**config.mk**
```make
export PLATFORM = sky130hd
export DESIGN_NAME = bp_be_prefetch_dispatch_arbiter
export DESIGN_NICKNAME = d
export VERILOG_FILES = /design/src/rtl/bp_be_pkg.sv /design/src/rtl/bp_be_prefetch_dispatch_arbiter_fifo.sv /design/src/rtl/bp_be_prefetch_dispatch_arbiter.sv
export SDC_FILE = /design/constraint.sdc
export NUM_CORES = 1
export LEC_CHECK = 0
export ABC_AREA = 1
export BUFFER_PORTS_ARGS = -buffer_cell sky130_fd_sc_hd__buf_2
export CORE_MARGIN = 8
export CORE_UTILIZATION = 30
export DETAILED_ROUTE_END_ITERATION = 16
export HOLD_SLACK_MARGIN = 0.03
export PLACE_DENSITY = 0.46
export SLEW_MARGIN = 5
export SYNTH_ARGS = -nofsm -noshare
export SYNTH_HDL_FRONTEND = slang
export SYNTH_HIERARCHICAL = 1
export SYNTH_SLANG_ARGS = --single-unit
```
**constraint.sdc**
```tcl
create_clock -name clk_i -period 5.7 [get_ports clk_i]
set_clock_uncertainty 0.15 [all_clocks]
set_input_delay 0.285 -clock clk_i [delete_from_list [all_inputs] [get_ports clk_i]]
set_output_delay 0.285 -clock clk_i [all_outputs]
set_load 0.01 [all_outputs]
```
**src/rtl/bp_be_pkg.sv**
```systemverilog
// Shared types for the backend prefetch dispatch arbiter.
//   bp_be_pref_arb_state_e : arbiter FSM state encoding
//   line_tag_width()       : width of the cache-line tag used for prefetch dedup
package bp_be_pkg;

  typedef enum logic [1:0] {
    e_idle   = 2'd0,
    e_wait   = 2'd1,
    e_bubble = 2'd2
  } bp_be_pref_arb_state_e;

  // Line tag is the vaddr with the in-line byte offset stripped.
  function automatic int unsigned line_tag_width(input int unsigned vaddr_width,
                                                 input int unsigned block_offset);
    return vaddr_width - block_offset;
  endfunction

endpackage

```
**src/rtl/bp_be_prefetch_dispatch_arbiter_fifo.sv**
```systemverilog
// Small registered 1R1W FIFO with a synchronous clear that empties the buffer
// without touching the reset network.
// Ports:
//   clk_i, reset_i    clock, asynchronous active-high reset
//   clear_i           drop all entries (pointer reset), priority over v_i/yumi_i
//   v_i, data_i       enqueue (caller guarantees ~full_o)
//   yumi_i            dequeue head (caller guarantees ~empty_o)
//   full_o, empty_o   registered status flags
//   data_o            head entry
module bp_be_prefetch_dispatch_arbiter_fifo #(
  parameter int unsigned els_p   = 4,
  parameter int unsigned width_p = 39
) (
  input  logic               clk_i,
  input  logic               reset_i,
  input  logic               clear_i,
  input  logic               v_i,
  input  logic [width_p-1:0] data_i,
  input  logic               yumi_i,
  output logic               full_o,
  output logic               empty_o,
  output logic [width_p-1:0] data_o
);

  localparam int unsigned PtrW = (els_p > 1) ? $clog2(els_p) : 1;

  logic [width_p-1:0] mem_q [els_p];
  logic [PtrW-1:0]    wptr_q, wptr_d, rptr_q, rptr_d;
  logic [PtrW-1:0]    wptr_inc, rptr_inc;
  logic               full_q, full_d, empty_q, empty_d;

  assign wptr_inc = wptr_q + PtrW'(1);
  assign rptr_inc = rptr_q + PtrW'(1);

  always_comb begin
    wptr_d  = wptr_q;
    rptr_d  = rptr_q;
    full_d  = full_q;
    empty_d = empty_q;
    if (clear_i) begin
      wptr_d  = '0;
      rptr_d  = '0;
      full_d  = 1'b0;
      empty_d = 1'b1;
    end else if (v_i && !yumi_i) begin
      wptr_d  = wptr_inc;
      empty_d = 1'b0;
      full_d  = (wptr_inc == rptr_q);
    end else if (!v_i && yumi_i) begin
      rptr_d  = rptr_inc;
      full_d  = 1'b0;
      empty_d = (rptr_inc == wptr_q);
    end else if (v_i && yumi_i) begin
      // Occupancy unchanged; flags stay as they are.
      wptr_d = wptr_inc;
      rptr_d = rptr_inc;
    end
  end

  always_ff @(posedge clk_i or posedge reset_i) begin
    if (reset_i) begin
      wptr_q  <= '0;
      rptr_q  <= '0;
      full_q  <= 1'b0;
      empty_q <= 1'b1;
    end else begin
      wptr_q  <= wptr_d;
      rptr_q  <= rptr_d;
      full_q  <= full_d;
      empty_q <= empty_d;
    end
  end

  // Storage needs no reset: nothing reads it while empty.
  always_ff @(posedge clk_i) begin
    if (v_i && !clear_i) begin
      mem_q[wptr_q] <= data_i;
    end
  end

  assign full_o  = full_q;
  assign empty_o = empty_q;
  assign data_o  = mem_q[rptr_q];

endmodule

```
**src/rtl/bp_be_prefetch_dispatch_arbiter.sv**
```systemverilog
// Shares the backend dispatch slot between demand dispatch and buffered prefetches.
// Prefetches are queued, deduplicated against the last injected cache line and
// injected only in cycles without a demand dispatch. A starvation FSM requests a
// scheduler bubble when the head has been blocked for too long.
// Ports:
//   clk_i, reset_i            clock, asynchronous active-high reset
//   enable_i                  prefetch injection enable
//   flush_i                   drop all buffered prefetches and the dedup line
//   pref_v_i, pref_vaddr_i    prefetch request; pref_ready_and_o accepts it
//   dispatch_v_i              demand dispatch occupies the slot this cycle
//   inj_v_o, inj_vaddr_o      prefetch injected into the slot (combinational)
//   bubble_req_o              ask the scheduler to hold demand issue (registered)
//   drop_cnt_o                saturating count of deduplicated prefetches
module bp_be_prefetch_dispatch_arbiter
  import bp_be_pkg::*;
#(
  parameter int unsigned vaddr_width_p  = 39,
  parameter int unsigned fifo_els_p     = 4,
  parameter int unsigned block_offset_p = 6,
  parameter int unsigned starve_limit_p = 16
) (
  input  logic                     clk_i,
  input  logic                     reset_i,
  input  logic                     enable_i,
  input  logic                     flush_i,
  input  logic                     pref_v_i,
  input  logic [vaddr_width_p-1:0] pref_vaddr_i,
  output logic                     pref_ready_and_o,
  input  logic                     dispatch_v_i,
  output logic                     inj_v_o,
  output logic [vaddr_width_p-1:0] inj_vaddr_o,
  output logic                     bubble_req_o,
  output logic [15:0]              drop_cnt_o
);

  localparam int unsigned TagW    = line_tag_width(vaddr_width_p, block_offset_p);
  localparam int unsigned StarveW = $clog2(starve_limit_p + 1);
  localparam logic [StarveW-1:0] StarveMax = StarveW'(starve_limit_p - 1);

  logic                     fifo_full, fifo_empty;
  logic [vaddr_width_p-1:0] head_vaddr;
  logic [TagW-1:0]          head_tag;
  logic                     enq, deq, dup, grant, blocked;

  logic [TagW-1:0]          last_line_q;
  logic                     last_line_v_q;
  logic [15:0]              drop_cnt_q;
  logic [StarveW-1:0]       starve_q, starve_d;
  bp_be_pref_arb_state_e    state_q, state_d;

  bp_be_prefetch_dispatch_arbiter_fifo #(
    .els_p   (fifo_els_p),
    .width_p (vaddr_width_p)
  ) u_fifo (
    .clk_i   (clk_i),
    .reset_i (reset_i),
    .clear_i (flush_i),
    .v_i     (enq),
    .data_i  (pref_vaddr_i),
    .yumi_i  (deq),
    .full_o  (fifo_full),
    .empty_o (fifo_empty),
    .data_o  (head_vaddr)
  );

  assign head_tag = head_vaddr[vaddr_width_p-1:block_offset_p];

  // Ready held low during reset so nothing is accepted into a resetting buffer.
  assign pref_ready_and_o = ~fifo_full & ~flush_i & ~reset_i;
  assign enq              = pref_v_i & pref_ready_and_o;

  // Dup drops bypass enable and demand traffic: they never use the slot.
  assign dup     = ~flush_i & ~fifo_empty & last_line_v_q & (head_tag == last_line_q);
  assign grant   = ~flush_i & ~fifo_empty & ~dup & enable_i & ~dispatch_v_i;
  assign blocked = ~flush_i & ~fifo_empty & ~dup & enable_i & dispatch_v_i;
  assign deq     = dup | grant;

  assign inj_v_o     = grant;
  assign inj_vaddr_o = grant ? head_vaddr : '0;

  always_ff @(posedge clk_i or posedge reset_i) begin
    if (reset_i) begin
      last_line_q   <= '0;
      last_line_v_q <= 1'b0;
    end else if (flush_i) begin
      last_line_v_q <= 1'b0;
    end else if (grant) begin
      last_line_q   <= head_tag;
      last_line_v_q <= 1'b1;
    end
  end

  always_ff @(posedge clk_i or posedge reset_i) begin
    if (reset_i) begin
      drop_cnt_q <= '0;
    end else if (dup && (drop_cnt_q != 16'hFFFF)) begin
      drop_cnt_q <= drop_cnt_q + 16'd1;
    end
  end

  assign drop_cnt_o = drop_cnt_q;

  // The first blocked cycle is seen in e_idle; e_wait then counts starve_limit_p
  // further blocked cycles, so the bubble appears starve_limit_p+1 cycles later.
  always_comb begin
    state_d  = state_q;
    starve_d = starve_q;
    if (flush_i) begin
      state_d  = e_idle;
      starve_d = '0;
    end else begin
      unique case (state_q)
        e_idle: begin
          if (blocked) begin
            state_d  = e_wait;
            starve_d = '0;
          end
        end
        e_wait: begin
          if (grant || fifo_empty || !enable_i) begin
            state_d  = e_idle;
            starve_d = '0;
          end else if (blocked) begin
            if (starve_q == StarveMax) begin
              state_d = e_bubble;
            end else begin
              starve_d = starve_q + StarveW'(1);
            end
          end
        end
        e_bubble: begin
          if (grant || fifo_empty || !enable_i) begin
            state_d  = e_idle;
            starve_d = '0;
          end
        end
        default: begin
          state_d  = e_idle;
          starve_d = '0;
        end
      endcase
    end
  end

  always_ff @(posedge clk_i or posedge reset_i) begin
    if (reset_i) begin
      state_q  <= e_idle;
      starve_q <= '0;
    end else begin
      state_q  <= state_d;
      starve_q <= starve_d;
    end
  end

  assign bubble_req_o = (state_q == e_bubble);

endmodule

```
# After elaboration in Yosys (flattened, before gate mapping)

Memory sizes are Yosys's and may differ from the RTL's.
Index checks and enable logic that the tools add are counted.

Memory bits (writable): 156
Logic and storage cells: 99
Bits of input ports: 45
Output and inout port bits: 58
Flip-flop bits (word level): 63
Memories kept: 1

Memories:

| memory       | words | width | read ports | clocked after memory_dff | wr ports | RTL line                                   | text |
|---|---|---|---|---|---|---|---|
| u_fifo.mem_q | 4     | 39    | 1          | 0                        | 1        | bp_be_prefetch_dispatch_arbiter_fifo.sv:27 | `logic [width_p-1:0] mem_q [els_p];` |

Eq/ne operators: 14
Add/subtract/negate cells: 4
Reductions and logical operators: 21
Multiplexer cells: 33
Bitwise operators: 17

Operator list:

| operator                | count |
|---|---|
| $mux W39                | 1 |
| $eq A33 B33 Y1          | 1 |
| $mux W5                 | 6 |
| $mux W2                 | 14 |
| $add A16 B1 Y16 const B | 1 |
| $ne A16 B16 Y1 const B  | 1 |
| $pmux W5 S3             | 1 |
| $ne A4 B4 Y1 const B    | 3 |
| $and A1 B1 Y1           | 10 |
| $mux W1                 | 10 |
| $reduce_bool A3 Y1      | 3 |
| $reduce_and A4 Y1       | 2 |
| $ne A3 B2 Y1 const B    | 2 |
| $not A1 Y1              | 6 |
| $pmux W2 S3             | 1 |
| $reduce_and A2 Y1       | 3 |
| $add A5 B1 Y5 const B   | 1 |
| $eq A5 B4 Y1 const B    | 1 |
| $logic_and A1 B1 Y1     | 5 |
| $add A2 B1 Y2 const B   | 2 |
| $eq A2 B2 Y1            | 2 |
| $logic_not A1 Y1        | 4 |
| $ne A3 B3 Y1 const B    | 1 |
| $eq A2 B1 Y1 const B    | 1 |
| 6 further kinds         | 7 |

# Longest topological paths before layout

Gate-level depths: netlist of run 1.

Depth in word-level cells: 14
Gate-level depth with buffers: 23
Depth with buffers taken out: 18

# Modules after synthesis

Netlist of run 1, hierarchy kept.

Modules (own cells, without submodules):

| module                               | cells each | sequential area each (um2) | times used | area an instance (um2) |
|---|---|---|---|---|
| bp_be_prefetch_dispatch_arbiter_fifo | 437        | 4835.9                     | 1          | 6238.5 |
| bp_be_prefetch_dispatch_arbiter      | 531        | 1426.4                     | 1          | 3656.0 |

# Worst setup path before layout of run 1

Ideal clock, no wire load.

Path type: register -> register
Start: reg u_fifo.full_q, in the netlist u_fifo/full_o
End: mem u_fifo.mem_q[0][0], enable pin
Setup slack: 2.288 ns
Buffers on the path: 0
Required time: 5.115 ns
Cell stages (with the launch flop): 7
Period minus slack after synthesis: 3.412 ns
Data arrival time: 2.827 ns
Setup time: 0.435 ns
Cell sequence: dfrtp_1 > nor3_1 > and2_1 > inv_1 > nor2_1 > inv_1 > nor2_1

Cells in the longest elaborated chain, start to end: 7

RTL lines:

| item                          | RTL line                                   | text |
|---|---|---|
| start, declared               | bp_be_prefetch_dispatch_arbiter_fifo.sv:30 | `logic full_q, full_d, empty_q, empty_d;` |
| start signal, assigned        | bp_be_prefetch_dispatch_arbiter_fifo.sv:69 | `full_q <= full_d;` |
| $not A1 Y1                    | bp_be_prefetch_dispatch_arbiter.sv:69      | `assign pref_ready_and_o = ~fifo_full & ~flush_i & ~reset_i;` |
| $and A1 B1 Y1 (2 in series)   | bp_be_prefetch_dispatch_arbiter.sv:69      |  |
| via pref_ready_and_o          | bp_be_prefetch_dispatch_arbiter.sv:28      | `output logic pref_ready_and_o,` |
| $and A1 B1 Y1                 | bp_be_prefetch_dispatch_arbiter.sv:70      | `assign enq = pref_v_i & pref_ready_and_o;` |
| via enq                       | bp_be_prefetch_dispatch_arbiter.sv:43      | `logic enq, deq, dup, grant, blocked;` |
| $logic_and A1 B1 Y1           | bp_be_prefetch_dispatch_arbiter_fifo.sv:76 | `if (v_i && !clear_i) begin` |
| $mux W1                       | bp_be_prefetch_dispatch_arbiter_fifo.sv:76 |  |
| $mux W1 (not written as such) | bp_be_prefetch_dispatch_arbiter_fifo.sv:77 | `mem_q[wptr_q] <= data_i;` |
| end, declared                 | bp_be_prefetch_dispatch_arbiter_fifo.sv:27 |  |

The timed path passes the listed nets, and every way through them passes these cells.

# Worst setup path in the final report of run 1

Start: reg u_fifo.rptr_q[0]
End: out inj_v_o

Cells in the longest elaborated chain, start to end: 7

RTL lines:

| item                        | RTL line                                   | text |
|---|---|---|
| start, declared             | bp_be_prefetch_dispatch_arbiter_fifo.sv:28 | `logic [PtrW-1:0] wptr_q, wptr_d, rptr_q, rptr_d;` |
| start signal, assigned      | bp_be_prefetch_dispatch_arbiter_fifo.sv:68 | `rptr_q <= rptr_d;` |
| $mem_v2 Z4 W39              | n/a                                        |  |
| via head_vaddr[14]          | bp_be_prefetch_dispatch_arbiter.sv:41      | `logic [vaddr_width_p-1:0] head_vaddr;` |
| $eq A33 B33 Y1              | bp_be_prefetch_dispatch_arbiter.sv:73      | `assign dup = ~flush_i & ~fifo_empty & last_line_v_q & (head_tag == last_line_q);` |
| $and A1 B1 Y1               | bp_be_prefetch_dispatch_arbiter.sv:73      |  |
| $not A1 Y1                  | bp_be_prefetch_dispatch_arbiter.sv:74      | `assign grant = ~flush_i & ~fifo_empty & ~dup & enable_i & ~dispatch_v_i;` |
| $and A1 B1 Y1 (3 in series) | bp_be_prefetch_dispatch_arbiter.sv:74      |  |
| end, declared               | bp_be_prefetch_dispatch_arbiter.sv:30      | `output logic inj_v_o,` |

The timed path passes the listed nets, and every way through them passes these cells.

==> results of run 1 <==
path summary, 6_finish.rpt:
check	to	slack (ns)
worst max-delay path	inj_v_o	0.94
max in group asynchronous	last_line_q[12]	4.29
worst max register to register	last_line_q[23]	1.68
min in group asynchronous	u_fifo/full_o	0.13
worst min register to register	last_line_q[6]	0.35
worst min-delay path	state_q[1]	0.1
per-stage QoR:
step / std cells / area, µm²
3_5_place_dp: 1489 / 10800
6_report: 1581 / 12100
2_1_floorplan: 968 / 9890
3_3_place_gp: 1489 / 10800
5_1_grt: 1580 / 12100
4_1_cts: 1580 / 12100
layout make-up:
| type | instances | area share |
|---|---|---|
| Sequential cell | 219 | 0.517 |
| Multi-Input combinational cell | 602 | 0.247 |
| Timing Repair Buffer | 154 | 0.0828 |
| Clock buffer | 39 | 0.0603 |
| Tap cell | 442 | 0.0457 |
| Inverter | 113 | 0.0352 |
| Clock inverter | 11 | 0.0122 |
| Antenna cell | 1 | 0.000207 |
what timing repair did:
action,CTS,global route
endpoints found under the setup margin,0,0
endpoints found under the hold margin,180,0
hold buffers,41,0
setup buffers,0,0
cell families after synthesis:
logic type / share of synthesized area
fa+ha+maj: 0.00885
buf+inv: 0.0683
compound gates: 0.0961
mux: 0.00114
xor+xnor: 0.0221
flops: 0.633
simple gates: 0.171
state kept, by name, indices dropped and copies added (netlist names):
signal          cells
drop_cnt_o         16
last_line_q        33
last_line_v_q       1
starve_q            5
state_q             2
u_fifo/empty_o      1
u_fifo/full_o       1
u_fifo/mem_q      156
u_fifo/rptr_q       2
u_fifo/wptr_q       2
synthesized netlist by cell type (2+ instances only):
cell type	count	area share
nand4_1	12	0.0076
xnor2_1	15	0.013
clkbuf_2	3	0.0015
nor3_1	12	0.0061
a21oi_2	2	0.0018
nand2_1	168	0.064
nand2_4	2	0.0023
inv_2	4	0.0015
nor4_1	4	0.0025
o21ai_0	57	0.029
ha_1	7	0.0089
nand3_2	2	0.0020
o22ai_1	39	0.025
clkbuf_1	10	0.0038
nand3_1	24	0.012
dfrtp_1	62	0.16
o21bai_1	32	0.024
nand2_2	4	0.0025
nor2_2	3	0.0019
nor2_1	168	0.064
buf_6	13	0.015
o21ai_1	30	0.015
buf_2	7	0.0035
xor2_1	10	0.0089
and2_1	4	0.0025
inv_1	108	0.041
edfxtp_1	156	0.47
metal layers:
metal  wire [µm]  global-route usage  vias up
met4         453              0.0293        0
met2       12800               0.233      199
met3        1410              0.0252       32
met5           0                   0        -
met1       12900               0.192     3486
li1            -                   -     3552
power groups by stage:
| stage | Clock, mW | Combinational (mW) | Sequential [mW] |
|---|---|---|---|
| after floorplan | 0 | 0.249 | 1.86 |
| after global placement | 0 | 0.370 | 1.87 |
| after detailed placement | 0 | 0.371 | 1.87 |
| after CTS | 1.76 | 0.395 | 1.84 |
| after global routing | 1.82 | 0.445 | 1.85 |
| final | 1.70 | 0.390 | 1.84 |
worst register-to-register path, stage by stage, from the launching register on:
cell      delay, ns
dfrtp_2        0.42
inv_4          0.57
buf_4          0.41
o21ai_1        0.09
o22ai_1        0.26
xnor2_1        0.23
nand2_1        0.13
nor2_1         0.12
nand2_1        0.06
nor2_1         0.16
nand3_2        0.13
nand3_2        0.37
buf_4          0.45
nor2_1         0.17
o21bai_1       0.19
layout by cell type (no fill, tap or decap), types with 30 or more instances in the layout:
| cell | instances |
|---|---|
| buf_2 | 102 |
| o22ai_1 | 39 |
| o21bai_1 | 32 |
| dlygate4sd3_1 | 41 |
| nand2_1 | 168 |
| dfrtp_1 | 61 |
| o21ai_0 | 57 |
| nor2_1 | 164 |
| inv_1 | 107 |
| o21ai_1 | 30 |
| edfxtp_1 | 156 |
==> impl_metrics.toml, run 1 <==
[run_status]
run_status = "finished clean"

[synth]
syn_nets = 1020
yosysUniqueCellTypes = 37
postSynthAreaPerCell_um2 = 10.2
synth_flop_cell = "edfxtp_1"
ys.warnings.count = 6
synth_seq_cells = 219
synthCells = 968
ys_seq_area_frac = 0.633
synth-edff-count = 156
synth_area_mm2 = 0.00989
async_flop_share = 0.288

[grt]
overflow = 0
grt_max_degree = 82
grt_util_all_layers = 0.141
antenna_found_initial = 0
grt_pass1_wl_um = 43100
grt_pass1_vias = 7390

[detailed_routing]
drt-initial-drc-count = 403
drc = 0
num_vias = 7269
wl_um = 27600
ant_nets = 0
routedWlPerCell_um = 17.4
post_drt_via_cell_ratio = 4.60
firstDrtPassIters = 4

[setup_path]
critPathSlowestCell = "inv_2"
critPathMaxFanout = 69
cpPeakStageDelay_ns = 0.63
worst-path-stages = 14
crit_family = "buffers and inverters"
cp_num_buf_inv = 5
crit_path_end_kind = "output pin"
startpoint_type = "flip-flop"
crit_chain = "inv_4, buf_4, o21ai_1, o22ai_1, xnor2_1, nand2_1, nor2_1, nand2_1, nor2_1, nand3_2, nand3_2, inv_2, buf_4, buf_2"
worstSetupPathType = "flip-flop to output pin"
worst-endpoint-required_ns = 5.27
crit_start = "u_fifo/rptr_q[0]"
reg2regPathDepth = 14
rr_startpoint = "u_fifo/rptr_q[0]"
crit_arrival_ns = 4.33

[final_layout]
syn_to_final_growth_pct = 22.4
multi_input_area_mm2 = 0.00299
n_fill_cell = 3268
layout-drive-gt1-share = 0.156
regArea_mm2 = 0.00626
fin_nets = 1169
utilization = 0.372

[power]
switching_power_mw = 0.967
leakagePower_nw = 5.17
p_sw_frac = 0.246
p_seq_frac = 0.469
finalPower_mw = 3.93
combPwrFrac = 0.099
internal_power_mw = 2.97
powerDensity_mw_per_mm2 = 325
irDropWorstVdd_mv = 0.213
clockPowerShare = 0.432

[die]
ioPinCount = 103
core_mm2 = 0.0325
die_h_um = 198
start_util = 0.304
fp-row-count = 66
die_x_um = 198
die_area_mm2 = 0.0390

[sta]
worstMarginPinSlew_ns = 0.967
min_period_over_period = 0.836
max_freq_mhz = 210
rsz0062_at_grt = "false"
min_period_ns = 4.76
setup_viol_count_final = 0
holdWs_ns = 0.0966
relSlewSlack = 0.354
hold_viol_final = 0
fin_ws_ns = 0.936
fin_tns_setup_ns = 0
slew_violations = 0

[clock_network]
cts.path.max_buffers = 3
htreeDepth = 1
path_clk_slew_ns = 0.06
cts-root-buf = "clkbuf_16"
cts_resized = 0
clk_latency_ns = 0.55
tritoncts = "built"
numCtsBuffers = 27
cts_sinks = 219

[worst_hold_path]
holdCritStartpoint = "enable_i"
min_path_type = "primary input to flip-flop"
min_path_cells = 5

[place]
pre_cts_ws_ns = 1.45
dp_hpwl_um = 17900
place_congestion = 0.784
io_buffers = 102

[job]
cap_violations = 0
Note: power is estimated with default switching activity, not from simulation.
==> run 2: changes to the inputs <==
clock period = 4.7 ns   (was 5.7 ns; I/O delays follow)
==> run 2 against run 1 <==
Against the previous run: count of clock-buffer cells in the layout decreased by 7; global-route usage decreased by 0.31 points; sequential power increased by 22%; final area decreased by 0.31%; wire length decreased by 0.85%; final cell count increased by 0.13%; combinational power increased by 20%; critical path type unchanged; largest cell class unchanged.
==> impl_metrics.toml, run 2 (synthesis gave the netlist of run 1 again) <==
[run_status]
run_status = "finished clean"

[sta]
relSlewSlack = 0.426
min_period_over_period = 0.924
max_freq_mhz = 230
rsz0062_at_grt = "false"
holdWs_ns = 0.0598
setup_viol_count_final = 0
fin_tns_setup_ns = 0
fin_ws_ns = 0.359
hold_viol_final = 0
min_period_ns = 4.34
worstMarginPinSlew_ns = 0.861
slew_violations = 0

[grt]
grt_pass1_wl_um = 42200
grt_max_degree = 82
antenna_found_initial = 1
grt_util_all_layers = 0.138
grt_pass1_vias = 7269
overflow = 0

[setup_path]
worstSetupPathType = "flip-flop to output pin"
crit_chain = "buf_4, o21ai_0, o22ai_1, xnor2_1, nand2_1, nor2_1, nand2_1, nor2_2, nand3_2, nand3_2, inv_2, nand2_1, inv_1, buf_2"
cpPeakStageDelay_ns = 0.68
worst-endpoint-required_ns = 4.32
critPathMaxFanout = 81
crit_path_end_kind = "output pin"
critPathSlowestCell = "buf_4"
cpMostUsedCell = "nand2_1"
crit_arrival_ns = 3.96
crit_family = "buffers and inverters"
cp_num_buf_inv = 4
startpoint_type = "flip-flop"

[final_layout]
utilization = 0.371
regArea_mm2 = 0.00626
n_fill_cell = 3299
largest_register = "u_fifo/mem_q"
layout_common_cells = "168 x nand2_1, 164 x nor2_1, 156 x edfxtp_1, 107 x inv_1, 102 x buf_2"
fin_nets = 1172
largest_reg_flops = 156
multi_input_area_mm2 = 0.00299
syn_to_final_growth_pct = 22.1
layout_commonest_cell = "nand2_1"
layout-drive-gt1-share = 0.156
fin_cells = 1583
fin_area_mm2 = 0.0121

[detailed_routing]
drt-initial-drc-count = 371
drc = 0
firstDrtPassIters = 5
post_drt_via_cell_ratio = 4.56
num_vias = 7225
ant_nets = 0
routedWlPerCell_um = 17.3
wl_um = 27300

[place]
post_dp_cell_area_mm2 = 0.0109
dp_hpwl_um = 17800
placedCellCount = 1493
pre_cts_ws_ns = 0.906
place_congestion = 0.798
io_buffers = 102

[clock_network]
clk_latency_ns = 0.55
numCtsBuffers = 26
path_clk_slew_ns = 0.06
htreeDepth = 1
cts-root-buf = "clkbuf_16"
tritoncts = "built"
cts.path.max_buffers = 3
cts_sinks = 219

[power]
finalPower_mw = 4.57
irDropWorstVdd_mv = 0.315
leakagePower_nw = 5.16
powerDensity_mw_per_mm2 = 379

[die]
die_x_um = 198
fp-row-count = 66
ioPinCount = 103
die_area_mm2 = 0.0390
start_util = 0.304
die_h_um = 198
core_mm2 = 0.0325

[worst_hold_path]
min_path_type = "primary input to flip-flop"

[job]
cap_violations = 0
## run 2: cell count changes in the layout (fill, tap and decap cells not counted), sizes merged
cell,before,now
clkbuf,39,32
buf,113,117
bufinv,3,1
inv,114,113
clkinv,6,14
## run 2: final cells by class
type,count,area share
Inverter,113,0.0353
Timing Repair Buffer,158,0.0866
Antenna cell,1,0.000207
Clock inverter,16,0.0104
Sequential cell,219,0.519
Multi-Input combinational cell,602,0.247
Tap cell,442,0.0458
Clock buffer,32,0.0557
## run 2: metal layers
| metal | GRT usage | up-vias | wire, µm |
|---|---|---|---|
| met5 | 0 | - | 0 |
| met4 | 0.0324 | 0 | 492 |
| met3 | 0.0221 | 33 | 1350 |
| met2 | 0.227 | 179 | 12600 |
| met1 | 0.188 | 3457 | 12800 |
| li1 | - | 3556 | - |
## run 2: final timing paths
check | from | to | slack [ns] | cells after the start
worst min register to register | last_line_q[7] | last_line_q[7] | 0.35 | 2
max in group asynchronous | reset_i | drop_cnt_o[11] | 3.25 | 4
worst max-delay path | u_fifo/rptr_q[0] | inj_vaddr_o[14] | 0.36 | 14
worst max register to register | u_fifo/rptr_q[0] | u_fifo/empty_o | 0.89 | 16
worst min-delay path | enable_i | state_q[1] | 0.06 | 5
min in group asynchronous | reset_i | u_fifo/wptr_q[0] | 0.09 | 3
## run 2: worst min-delay path: cells and delay by family
kind                   cells  cell delay (ns)
and+or+nand+nor            4             0.37
buffers and inverters      1             0.10
## run 2: repair_timing
item | CTS | global route
resized for setup | 0 | 0
buffers inserted | 0 | 0
endpoints found under the hold margin | 184 | 0
hold buffers | 41 | 0
## run 2: power breakdown
part	leakage (nW)	internal, mW	switching, mW
Sequential	2.20	2.18	0.0580
Clock	0.383	1.07	0.798
Combinational	2.57	0.171	0.296
==> run 3: changes to the inputs <==
CORE_MARGIN = default   (was 8)
RECOVER_POWER = 25   (was default)
==> run 3 against run 2 <==
Against the previous run: combinational power decreased by 1%; setup slack improved by 0.31 ns; non-clock buffer count increased by 1; final cell count decreased by 0.19%; wire length decreased by 5.3%; via count decreased by 1.8%; critical path depth unchanged; global-route usage increased by 1.9 points; largest cell class unchanged.
==> impl_metrics.toml, run 3 (synthesis gave the netlist of run 1 again) <==
[sta]
holdWs_ns = 0.0553
relSlewSlack = 0.417
setup_viol_count_final = 0
min_period_ns = 4.03
hold_viol_final = 0
rsz0062_at_grt = "false"
fin_tns_setup_ns = 0
worstMarginPinSlew_ns = 0.872
slew_violations = 0
max_freq_mhz = 248
min_period_over_period = 0.858
fin_ws_ns = 0.666

[place]
io_buffers = 102
place_congestion = 0.816
post_dp_cell_area_mm2 = 0.0109
dp_hpwl_um = 16800
pre_cts_ws_ns = 1.15

[setup_path]
crit_path_end_kind = "output pin"
worstSetupPathType = "flip-flop to output pin"
critPathMaxFanout = 44
startpoint_type = "flip-flop"
worst-endpoint-required_ns = 4.32
crit_arrival_ns = 3.65

[die]
core_mm2 = 0.0325
die_h_um = 184
fp-row-count = 66
ioPinCount = 103
die_x_um = 184
start_util = 0.305
die_area_mm2 = 0.0337

[final_layout]
layout-drive-gt1-share = 0.131
fin_nets = 1172
fin_area_mm2 = 0.0122
regArea_mm2 = 0.00626
diodes = 0
syn_to_final_growth_pct = 22.9
largest_reg_flops = 156
n_fill_cell = 3288
layout_commonest_cell = "nand2_1"
largest_register = "u_fifo/mem_q"
layout_common_cells = "168 x nand2_1, 164 x nor2_1, 156 x edfxtp_1, 107 x inv_1, 71 x buf_2"
multi_input_area_mm2 = 0.00299

[job]
cap_violations = 0

[clock_network]
cts.path.max_buffers = 3
htreeDepth = 1
cts-root-buf = "clkbuf_16"
numCtsBuffers = 25
cts_sinks = 219
tritoncts = "built"
clk_latency_ns = 0.54
path_clk_slew_ns = 0.06

[detailed_routing]
routedWlPerCell_um = 16.4
post_drt_via_cell_ratio = 4.49
wl_um = 25900
drc = 0
ant_nets = 0
drt-initial-drc-count = 441
firstDrtPassIters = 5
num_vias = 7092

[worst_hold_path]
min_path_type = "primary input to flip-flop"

[power]
irDropWorstVdd_mv = 0.265
leakagePower_nw = 5.14
powerDensity_mw_per_mm2 = 395

[grt]
grt_max_degree = 47
grt_pass1_vias = 6995
antenna_found_initial = 0
grt_pass1_wl_um = 40400
overflow = 0
grt_util_all_layers = 0.157

[run_status]
run_status = "finished clean"
run 3: cell types whose count changed in the layout (fill, tap and decap cells not counted):
cell	previous run	this run
clkinv_1	9	5
diode_2	1	0
clkinv_16	1	0
clkinv_4	1	0
dlygate4sd3_1	41	43
inv_16	0	1
buf_4	14	11
buf_2	102	71
clkbuf_1	6	35
clkbuf_16	26	25
clkinvlp_4	1	0
inv_6	0	1
bufinv_16	1	6
buf_12	1	3
run 3: what timing repair did:
action | 4_1_cts | 5_1_grt
hold endpoints to repair | 189 | 0
buffers inserted | 0 | 0
hold buffers | 43 | 0
gates resized for setup | 0 | 0
run 3: metal layers:
| metal | routed length (µm) | global-route usage | vias to the layer above |
|---|---|---|---|
| li1 | - | - | 3551 |
| met5 | 0 | 0 | - |
| met1 | 12300 | 0.215 | 3355 |
| met4 | 590 | 0.0400 | 0 |
| met3 | 1160 | 0.0289 | 49 |
| met2 | 11900 | 0.254 | 137 |
run 3: worst paths after layout:
path                               endpoint             start  depth (start not counted)  slack [ns]
max reg2reg                  u_fifo/empty_o  u_fifo/rptr_q[0]                         17        1.14
max                         inj_vaddr_o[20]  u_fifo/rptr_q[0]                         14        0.67
min reg2reg                  last_line_q[7]    last_line_q[7]                          2        0.35
min                              state_q[0]      dispatch_v_i                          5        0.06
max in group asynchronous       starve_q[1]           reset_i                          4        3.27
min in group asynchronous  u_fifo/wptr_q[1]           reset_i                          3        0.09
run 3: area by class of cell:
cell class                      instances  area share
Sequential cell                       219       0.515
Multi-Input combinational cell        602       0.246
Timing Repair Buffer                  159      0.0859
Clock buffer                           29      0.0527
Tap cell                              442      0.0455
Inverter                              113      0.0351
Clock inverter                         16      0.0200
run 3: critical path: stages, from the launching register on:
cell,delay (ns)
dfrtp_2,0.43
inv_4,0.30
buf_12,0.28
nor2_1,0.07
o22ai_1,0.27
xnor2_1,0.18
nand2_1,0.14
nor2_1,0.05
and2_1,0.17
nand3_2,0.12
nand3_2,0.12
inv_2,0.51
nand2_1,0.23
inv_1,0.09
buf_2,0.13
run 3: power breakdown:
group	total [mW]	leakage [nW]	switching, mW	internal [mW]
combinational	0.461	2.50	0.292	0.169
clock	2.11	0.431	0.798	1.31
sequential	2.24	2.20	0.0595	2.18
total	4.80	5.14	1.15	3.66
run 3: through the flow:
step                power (mW)  instances   util
floorplan                 2.56        968      -
global placement          2.71       1492  0.335
detailed placement        2.72       1492  0.335
CTS                       4.87       1580  0.376
global route              5.01       1580  0.375
finish                    4.80       1580  0.375
